--- config.mk ---
export PLATFORM = sky130hd
export DESIGN_NAME = cbus_arbiter
export DESIGN_NICKNAME = d
export VERILOG_FILES = /design/src/rtl/cbus_arbiter_pkg.sv /design/src/rtl/cbus_arbiter.sv
export SDC_FILE = /design/constraint.sdc
export NUM_CORES = 1
export LEC_CHECK = 0
export CAP_MARGIN = 20
export CORE_AREA = 8 8 156 158
export DETAILED_ROUTE_END_ITERATION = 10
export DIE_AREA = 0 0 164 166
export GPL_ROUTABILITY_DRIVEN = 0
export GPL_TIMING_DRIVEN = 0
export PLACE_DENSITY = 0.75
export SLEW_MARGIN = 15
export SYNTH_ARGS = -nofsm -noshare
export SYNTH_HDL_FRONTEND = slang
export SYNTH_SLANG_ARGS = --single-unit
--- constraint.sdc ---
create_clock -name clk -period 1.7 [get_ports clk]
set_input_delay 0.17 -clock clk [delete_from_list [all_inputs] [get_ports clk]]
set_output_delay 0.17 -clock clk [all_outputs]
set_load 0.05 [all_outputs]
--- src/rtl/cbus_arbiter_pkg.sv ---
// cbus_arbiter_pkg
// Shared types for the cpu-side bus arbiter: instruction/data request and
// response structs, the merged core-bus structs, the access-size encoding
// and the arbiter state encoding.
package cbus_arbiter_pkg;

    typedef enum logic [1:0] {
        MSIZE1 = 2'd0,
        MSIZE2 = 2'd1,
        MSIZE4 = 2'd2,
        MSIZE8 = 2'd3
    } msize_t;

    typedef struct packed {
        logic        valid;
        logic [31:0] addr;
    } ibus_req_t;

    typedef struct packed {
        logic        addr_ok;
        logic        data_ok;
        logic [31:0] data;
    } ibus_resp_t;

    typedef struct packed {
        logic        valid;
        msize_t      size;
        logic [7:0]  strobe;
        logic [31:0] addr;
        logic [63:0] data;
    } dbus_req_t;

    typedef struct packed {
        logic        addr_ok;
        logic        data_ok;
        logic [63:0] data;
    } dbus_resp_t;

    typedef struct packed {
        logic        valid;
        logic        is_write;
        msize_t      size;
        logic [31:0] addr;
        logic [7:0]  strobe;
        logic [63:0] data;
    } cbus_req_t;

    typedef struct packed {
        logic        ready;
        logic        last;
        logic [63:0] data;
    } cbus_resp_t;

    typedef enum logic [1:0] {
        IDLE = 2'd0,
        IGNT = 2'd1,
        DGNT = 2'd2
    } arb_state_t;

endpackage

--- src/rtl/cbus_arbiter.sv ---
// cbus_arbiter
// Merges the cpu instruction and data ports onto one core-bus master port.
// One single-beat transaction is in flight at a time; the granted request is
// latched and held on creq until cresp.ready && cresp.last, and the response
// is steered back to the port that owns the grant.
//
// State table:
//   IDLE | no grant held; arbitrate incoming requests
//   IGNT | instruction port owns the bus, waiting for handshake
//   DGNT | data port owns the bus, waiting for handshake
//
// Ports:
//   clk        clock
//   rst        asynchronous active-low reset
//   ireq/iresp instruction port request / response
//   dreq/dresp data port request / response
//   creq/cresp merged core-bus request / response
//   busy       high while a grant is held
//   last_grant port of the last completed grant (0 = ibus, 1 = dbus)
module cbus_arbiter
    import cbus_arbiter_pkg::*;
#(
    parameter bit FIXED_DPRIO   = 1'b1,
    parameter int IDATA_SEL_BIT = 2
) (
    input  logic       clk,
    input  logic       rst,
    input  ibus_req_t  ireq,
    output ibus_resp_t iresp,
    input  dbus_req_t  dreq,
    output dbus_resp_t dresp,
    output cbus_req_t  creq,
    input  cbus_resp_t cresp,
    output logic       busy,
    output logic       last_grant
);

    arb_state_t state_q, state_d;
    cbus_req_t  creq_q, creq_d;
    logic       last_grant_q, last_grant_d;
    logic       handshake;

    // 1 selects the data port. With both valid, round-robin picks the port
    // that did not win last time.
    function automatic logic grant_dbus(input logic i_v, input logic d_v,
                                        input logic last);
        if (i_v && d_v) begin
            return FIXED_DPRIO ? 1'b1 : ~last;
        end
        return d_v;
    endfunction

    // Multi-beat responses (ready without last) are not supported and are
    // simply treated as a stall.
    assign handshake = cresp.ready && cresp.last;

    always_comb begin
        state_d      = state_q;
        creq_d       = creq_q;
        last_grant_d = last_grant_q;
        case (state_q)
            IDLE: begin
                if (ireq.valid || dreq.valid) begin
                    creq_d       = '0;
                    creq_d.valid = 1'b1;
                    if (grant_dbus(ireq.valid, dreq.valid, last_grant_q)) begin
                        state_d         = DGNT;
                        creq_d.is_write = (dreq.strobe != 8'h00);
                        creq_d.size     = dreq.size;
                        creq_d.strobe   = dreq.strobe;
                        creq_d.addr     = dreq.addr;
                        creq_d.data     = dreq.data;
                    end else begin
                        state_d     = IGNT;
                        creq_d.size = MSIZE4;
                        creq_d.addr = ireq.addr;
                    end
                end
            end
            IGNT, DGNT: begin
                if (handshake) begin
                    state_d      = IDLE;
                    creq_d.valid = 1'b0;
                    last_grant_d = (state_q == DGNT);
                end
            end
            default: begin
                state_d = IDLE;
                creq_d  = '0;
            end
        endcase
    end

    always_ff @(posedge clk or negedge rst) begin
        if (!rst) begin
            state_q      <= IDLE;
            creq_q       <= '0;
            last_grant_q <= 1'b0;
        end else begin
            state_q      <= state_d;
            creq_q       <= creq_d;
            last_grant_q <= last_grant_d;
        end
    end

    // Responses pulse only on the handshake cycle, and only if the owner is
    // still requesting; a requester that dropped valid gets nothing.
    always_comb begin
        iresp = '0;
        dresp = '0;
        if (handshake && state_q == IGNT && ireq.valid) begin
            iresp.addr_ok = 1'b1;
            iresp.data_ok = 1'b1;
            iresp.data    = creq_q.addr[IDATA_SEL_BIT] ? cresp.data[63:32]
                                                       : cresp.data[31:0];
        end
        if (handshake && state_q == DGNT && dreq.valid) begin
            dresp.addr_ok = 1'b1;
            dresp.data_ok = 1'b1;
            dresp.data    = cresp.data;
        end
    end

    assign creq       = creq_q;
    assign busy       = (state_q != IDLE);
    assign last_grant = last_grant_q;

endmodule

==> results.yml <==
critical_path:
  critPathArrivalTime_ns: 1.91
  reg2reg_setup_slack_ns: -0.17
  worstSetupPathType: "reg2out"
  cpMaxStageDelayCell: "dfrtp_1"
  required_ns: 1.53
  worst_r2r_endpoint: "creq[41]"
  cp-end-kind: "output port"
  path_depth: 7
  worstPathMaxFanout: 6
  worstRegToRegCells: 8
  path_cells: "inv_2 -> ha_4 -> and4_4 -> clkbuf_16 -> clkbuf_8 -> and2_4 -> buf_8"
  slowest_delay_ns: 0.42
  reg2reg_from: "state_q[1]"
  crit_family: "buffers and inverters"
  setup.worst_path.start_class: "flop"
  path_buf_inv: 4
clock_tree:
  cts_max_level: 3
  cts_root_buf: "clkbuf_16"
  clkTransAtPathRegs_ns: 0.08
  cts_buffers: 9
  clock_latency_ns: 0.36
  cts_sinks: 111
  cts_tree: "built"
  cts_buffer_depth: 2
power_and_ir_drop:
  p_per_area_nw_per_um2: 1500
  max-vdd-ir-drop_mv: 1.13
  power_frac_comb_pct: 67.8
  p_seq_share_pct: 20.7
  leakage_nw: 7.20
  p_int_w: 0.0107
  p_sw_share_pct: 44.1
  p_clk_share_pct: 11.5
  switching_power_w: 0.00845
timing:
  rsz0062_at_grt: "yes"
  period_share_pct: 122
  tightestPinTransition_ns: 0.583
  setup_viol: 198
  min_period_ns: 2.08
  final.setup_skew_ns: 0.00922
  finalHoldViolCount: 0
  relSlewSlack_pct: 61.1
  worst_slack_ns: -0.378
  clock.fmax_ghz: 0.481
  drv_slew: 0
floorplanning:
  fp-row-count: 55
  die_x_microns: 164
  dieArea_sq_um: 27200
  coreArea_sq_um: 22100
  io_pins: 418
  die_h_microns: 166
  start_util_pct: 25.1
synth:
  ys_types: 26
  seq_area_frac_synth_pct: 50.0
  postSynthAreaPerCell_sq_um: 11.5
  synth_seq_cells: 111
  mappedNetlistArea_sq_um: 5550
  synthCells: 484
  syn_nets: 695
  yosysWarnings: 0
final_layout:
  insertedDiodeCount: 0
  area_delta_synth_final_pct: 129
  drive_above_1_share_pct: 36.6
  nets: 1168
  stdcell_area_sq_um: 12700
worst_hold_path:
  hold_end: "state_q[1]"
  hold_path_class: "in2reg"
  hold_start: "dreq[106]"
  hold_depth: 3
placement:
  dp_hpwl_microns: 21000
  dpl_worst_slack_ns: -1.15
  portBuffers: 416
  placed_area_sq_um: 10400
global_routing:
  grt_pass1_wl_microns: 38900
  antenna_found_initial: 1
  grt-ovfl-total: 0
  grt_max_degree: 66
  grtUsageTotal_pct: 18.7
  grt_pass1_vias: 6282
route:
  viasPerCell: 4.61
  first_pass_iters: 4
  wl_per_cell_microns: 22.3
  drc: 0
  num_vias: 5754
  wirelength_microns: 27800
  drt-initial-drc-count: 218
  antenna_left: 0
outcome:
  outcome: "finished with violations"
  failed_checks: "negative setup slack"
job:
  maxCapViolCount: 0
==> placed cells by master, fill, tap and decap left out, types with 2 or more instances in the layout <==
master | synthesis | final
ha_4 | 0 | 2
nand2_1 | 3 | 2
inv_1 | 6 | 2
buf_12 | 0 | 10
inv_6 | 0 | 2
nor2_1 | 68 | 35
clkinv_8 | 0 | 2
buf_6 | 8 | 23
inv_2 | 0 | 2
clkinvlp_4 | 0 | 2
clkbuf_16 | 0 | 28
mux2_4 | 0 | 32
clkbuf_8 | 0 | 6
dfrtp_1 | 111 | 110
a21oi_1 | 2 | 2
clkdlybuf4s50_1 | 0 | 205
buf_4 | 7 | 22
buf_8 | 0 | 102
clkbuf_2 | 6 | 2
dlymetal6s2s_1 | 0 | 109
and2_2 | 0 | 4
and2_4 | 0 | 60
mux2i_2 | 0 | 4
nor2_4 | 0 | 32
a22o_1 | 74 | 74
mux2i_1 | 65 | 61
buf_2 | 16 | 4
nor4_1 | 2 | 2
==> synthesized netlist by cell type (all sizes together) <==
library cell	count	area (sq um)
a22o	74	648
inv	6	22.5
clkbuf	12	52.6
mux2i	65	651
a21boi	1	7.51
dfrtp	111	2780
o21ai	1	5.00
nand2	3	11.3
nand3	1	5.00
a21oi	2	10.0
buf	31	223
nand4	1	6.26
a21bo	1	10.0
nand2b	1	8.76
ha	3	37.5
nor4	2	12.5
nor2	68	255
o22a	1	8.76
o2bb2ai	1	8.76
and4	1	8.76
o21bai	1	11.3
and2	64	400
mux2	33	372
==> worst register-to-register path: cells and delay by family, from the launching register on <==
| kind | cells | cell delay [ns] |
|---|---|---|
| fa+ha+maj | 1 | 0.25 |
| flops | 1 | 0.43 |
| buf+inv | 5 | 0.67 |
| compound gates | 2 | 0.41 |
==> metal layers <==
| layer | vias up | track usage (%) | share of wire, % |
|---|---|---|---|
| met5 | - | 0 | 0.047 |
| met4 | 2 | 5.85 | 2.2 |
| met3 | 37 | 6.32 | 8.7 |
| met2 | 279 | 34.8 | 53 |
| met1 | 2789 | 19.1 | 36 |
| li1 | 2647 | - | - |
==> metrics by stage <==
step	hold slack [ns]	std cells	util (%)	setup TNS (ns)	power (W)
after CTS	0.191	1222	52.8	-52.82	0.0169
after detailed placement	0.141	1186	47.2	-103.17	0.0141
after floorplan	-0.126	484	-	0	0.0105
after global routing	0.200	1247	57.6	-52.63	0.0200
final	0.207	1247	57.6	-40.96	0.0192
after global placement	0.473	1185	47.0	-532.56	0.0139
==> worst max-delay path by stage <==
stage               start        end  slack [ns]
6_report       state_q[0]   dresp[9]       -0.38
5_1_grt        state_q[0]   dresp[9]       -0.43
4_1_cts        state_q[0]  dresp[51]       -0.40
3_5_place_dp     ireq[32]  iresp[18]       -1.15
3_3_place_gp          rst   creq[74]       -4.32
2_1_floorplan  state_q[1]  iresp[33]        0.01
==> cell families after synthesis <==
logic type	share of synthesized area, %
AOI/OAI and AO/OA	12.8
adders and majority gates	0.676
and+or+nand+nor	12.8
buffers and inverters	5.36
muxes	18.4
DFF	50.0
==> layout make-up <==
type,instances,area [sq um]
tap,285,357
clock inverter,7,85.1
multi-input combinational,324,3050
inverter,6,31.3
timing repair buffer,463,5640
fill,1746,9360
clock buffer,9,225
buffer,42,564
sequential,111,2780
==> power by group through the flow <==
stage | Combinational (W) | Sequential, W | Clock (W)
after floorplan | 0.00382 | 0.00669 | 0
after global placement | 0.00999 | 0.00395 | 0
after detailed placement | 0.0101 | 0.00398 | 0
after CTS | 0.0106 | 0.00397 | 0.00225
after global routing | 0.0136 | 0.00406 | 0.00238
final | 0.0130 | 0.00397 | 0.00220
==> state kept, by name, summed over array words and instances (netlist names) <==
name        cells
state_q         2
last_grant      1
creq          108
==> repair_timing <==
item,CTS,global route
gates resized for setup,881,236
buffers inserted,9,17
endpoints found under the hold margin,46,0
endpoints found under the setup margin,309,319
pin swaps,36,75
hold buffers,1,0
cloned,10,12
(Power assumes the default switching activity.)
==> variant 1 (same flow settings) <==
The parameter `FIXED_DPRIO` goes from 1'b1 to 1'b0.
--- a/src/rtl/cbus_arbiter.sv
+++ b/src/rtl/cbus_arbiter.sv
@@ -22,3 +22,3 @@
 #(
-    parameter bit FIXED_DPRIO   = 1'b1,
+    parameter bit FIXED_DPRIO   = 1'b0,
     parameter int IDATA_SEL_BIT = 2
Function: changed (Yosys sat finds a counterexample within 4 cycles, from zero or initial values and one cycle with rst low).
==> variant 1 against the unedited design <==
The run still ends with negative setup slack left. Hold slack gained 0.068 ns. Sequential cell count is the same. Area after synthesis shrank 3.9%. Clock skew is essentially flat. Worst setup slack gained 0.055 ns. Power grew 2.1%. Fmax grew 2.7%. Non-clock buffer count shrank 26. Wire length shrank 2.6%. Core utilization shrank 5.2 points. Design area shrank 9.0%. Critical endpoint is now dresp[28]. Highest routed layer unchanged.
==> variant 1: results (changes against the unedited design) <==
qor: run_status.run_status finished with violations [unchanged]
qor: run_status.failed_checks negative setup slack [unchanged]
qor: worst_setup_path.worst_setup_path_endpoint dresp[28] [was dresp[9]]
qor: sta.fin_worst_skew 0.00896 ns [was 0.00922 ns]
qor: synth.synth_cell_types 25 [was 26]
qor: sta.post-route-worst-setup-slack -0.324 ns [was -0.378 ns]
qor: route.wl_per_cell 22.8 um [was 22.3 um]
qor: worst_setup_path.timing.rr.end creq[105] [was creq[41]]
qor: route.m1WireLength 10000 um [was 9920 um]
qor: route.post_drt_via_cell_ratio 4.58 [was 4.61]
qor: route.initialDrtViolationCount 133 [was 218]
qor: synth.share_of_synthesized_area_occupied_by_flip_flops_and_latches 0.520 [was 0.500]
qor: power.power_leakage 5.00 nW [was 7.20 nW]
qor: worst_hold_path.hold_class primary input to asynchronous set/reset pin [was primary input to register]
qor: route.met3WireLength 2460 um [was 2430 um]
qor: global_route.grt_max_degree 75 [was 66]
qor: layout.layout_cell_share_with_drive_strength_beyond_1 0.324 [was 0.366]
qor: layout.design.final.nets 1108 [was 1168]
qor: worst_setup_path.worst-endpoint-arrival 1.85 ns [was 1.91 ns]
qor: synth.synth.cells.most_frequent sky130_fd_sc_hd__dfrtp_1, sky130_fd_sc_hd__a22o_1, sky130_fd_sc_hd__mux2i_1 [was sky130_fd_sc_hd__dfrtp_1, sky130_fd_sc_hd__a22o_1, sky130_fd_sc_hd__nor2_1]
qor: global_route.grt_antenna_before_repair 3 [was 1]
qor: power.design_internal_power 9.67 mW [was 10.7 mW]
qor: global_route.vias_in_the_first_global_route 6120 [was 6282]
qor: global_route.gr-usage-all-layers 0.191 [was 0.187]
qor: global_route.globalRouteMet1Util 0.202 [was 0.191]
qor: global_route.grt_pass1_wl 39500 um [was 38900 um]
qor: synth.syn_nets 662 [was 695]
qor: layout.fillers 1906 [was 1746]
qor: sta.smallest_hold_slack 0.275 ns [was 0.207 ns]
qor: placed_design.detailed_place_hpwl 21200 um [was 21000 um]
qor: worst_setup_path.ff2ff_setup_slack -0.26 ns [was -0.17 ns]
qor: power.p_seq 4.65 mW [was 3.97 mW]
qor: worst_setup_path.critPathMaxFanout 5 [was 6]
qor: placed_design.io_buffer_count 417 [was 416]
qor: sta.finalSetupTns -43.19 ns [was -40.96 ns]
qor: global_route.grtUsageMet3 0.0687 [was 0.0632]
qor: sta.setup_viol_count_final 280 [was 198]
[variant 1: cell types whose count changed after synthesis, sizes merged, moves of 2 or more]
cell and change:
nor3b +2, o2bb2ai +31, mux2 -29, nor2 -34
[variant 1: what timing repair did]
action	in CTS	in global routing
setup endpoints to repair	317	319
gates resized for setup	902	45
cloned	9	2
pin swaps	37	20
buffers inserted	5	2
hold buffers	1	0
hold endpoints to repair	37	0
[variant 1: layout make-up]
class                           count  area, sq um  share of cell area
Timing Repair Buffer              436         4900               0.422
Sequential cell                   111         2780               0.240
Multi-Input combinational cell    291         2750               0.237
Buffer                             43          473              0.0408
Tap cell                          285          357              0.0308
Clock buffer                        9          225              0.0194
Clock inverter                      7         93.8             0.00809
Inverter                            5         18.8             0.00162
Antenna cell                        2         5.00            0.000432
[variant 1: through the flow]
step	cells	area (sq um)
2_1_floorplan	451	5640
3_3_place_gp	1153	10200
3_5_place_dp	1154	10200
4_1_cts	1185	11400
5_1_grt	1189	11600
6_report	1189	11600
==> variant 2 (config.mk and constraints unchanged) <==
Without the edit above. Encoding of `arb_state_t`: now one-hot (3 bits for 3 states).
--- a/src/rtl/cbus_arbiter_pkg.sv
+++ b/src/rtl/cbus_arbiter_pkg.sv
@@ -53,6 +53,6 @@
 
-    typedef enum logic [1:0] {
-        IDLE = 2'd0,
-        IGNT = 2'd1,
-        DGNT = 2'd2
+    typedef enum logic [2:0] {
+        IDLE = 3'b001,
+        IGNT = 3'b010,
+        DGNT = 3'b100
     } arb_state_t;
Behaviour: no difference found for any inputs over 4 cycles, from zero or initial values and one cycle with rst low; so few cycles prove little.
==> variant 2 against the unedited design <==
The run still ends with negative setup slack left. Sequential cell count rose by 1. Area after synthesis fell by 4.1%. Design area fell by 0.25%. Worst setup slack got worse by 0.071 ns. Critical path depth did not move. Power fell by 2.9%. Wire length rose by 6.2%. Synthesized cell count rose by 2.7%. Critical endpoint is now dresp[20].
==> variant 2: results (changes against the unedited design) <==
qor: placed_design.detailed_place_hpwl 22500 um [was 21000 um]
qor: sta.timing.slew.headroom 0.562 [was 0.611]
qor: run_status.run_status finished with violations [unchanged]
qor: route.initialDrtViolationCount 201 [was 218]
qor: synth.syn_nets 705 [was 695]
qor: power.power.share.switching 0.470 [was 0.441]
qor: sta.finalSetupTns -63.53 ns [was -40.96 ns]
qor: run_status.failed_checks negative setup slack [unchanged]
qor: synth.share_of_synthesized_area_occupied_by_flip_flops_and_latches 0.527 [was 0.500]
qor: worst_setup_path.ff2ff_setup_slack -0.31 ns [was -0.17 ns]
qor: worst_setup_path.critical_path.max_stage_delay 0.40 ns [was 0.42 ns]
qor: route.dr_vias 5993 [was 5754]
qor: sta.setup_viol_count_final 208 [was 198]
qor: placed_design.pre_cts_slack -1.23 ns [was -1.15 ns]
qor: layout.fin_util 0.575 [was 0.576]
qor: synth.synth-xor-area-share 0.00165 [was 0]
qor: global_route.vias_in_the_first_global_route 6562 [was 6282]
qor: worst_setup_path.r2r_cells 6 [was 8]
qor: sta.post-route-worst-setup-slack -0.449 ns [was -0.378 ns]
qor: worst_setup_path.startpoint state_q[2] [was state_q[0]]
qor: power.vdd.ir_drop.worst 1.18 mV [was 1.13 mV]
qor: worst_setup_path.critical_path.reg2reg.startpoint state_q[0] [was state_q[1]]
qor: layout.layout_cell_share_with_drive_strength_beyond_1 0.382 [was 0.366]
qor: worst_setup_path.timing.rr.end creq[42] [was creq[41]]
qor: power.power_leakage 7.12 nW [was 7.20 nW]
qor: clock_tree.ctsResizeCount 839 [was 881]
qor: placed_design.place_inst 1200 [was 1186]
qor: layout.fillers 1776 [was 1746]
qor: worst_setup_path.worst-endpoint-arrival 1.98 ns [was 1.91 ns]
qor: worst_setup_path.worst_setup_path_endpoint dresp[20] [was dresp[9]]
qor: placed_design.io_buffer_count 417 [was 416]
qor: clock_tree.cts_setup_buffers 17 [was 9]
qor: route.wl 29500 um [was 27800 um]
qor: synth.synth_compound_gate_area_share 0.209 [was 0.128]
qor: route.wl_per_cell 23.3 um [was 22.3 um]
qor: worst_hold_path.hold_class primary input to asynchronous set/reset pin [was primary input to register]
qor: global_route.grt_pass1_wl 41000 um [was 38900 um]
## variant 2: layer usage
layer  global-route usage  routed length (um)  vias up
met5                    0                   0        -
met4               0.0909                1180        0
met3               0.0625                2830       55
met2                0.353               15100      329
met1                0.210               10400     2869
li1                     -                   -     2740
## variant 2: power by group through the flow
| stage | logic (mW) | clock network [mW] | registers (mW) |
|---|---|---|---|
| 2_1_floorplan | 3.07 | 0 | 7.10 |
| 3_3_place_gp | 9.67 | 0 | 4.12 |
| 3_5_place_dp | 9.77 | 0 | 4.14 |
| 4_1_cts | 10.3 | 2.13 | 4.13 |
| 5_1_grt | 12.9 | 2.22 | 4.31 |
| 6_report | 12.3 | 2.07 | 4.20 |
## variant 2: area by class of cell
cell class	instances	share of cell area
Inverter	2	0.000886
Buffer	46	0.0485
Timing Repair Buffer	472	0.452
Antenna cell	1	0.000197
Clock inverter	5	0.00404
Sequential cell	112	0.221
Clock buffer	11	0.0183
Tap cell	285	0.0281
Multi-Input combinational cell	334	0.227
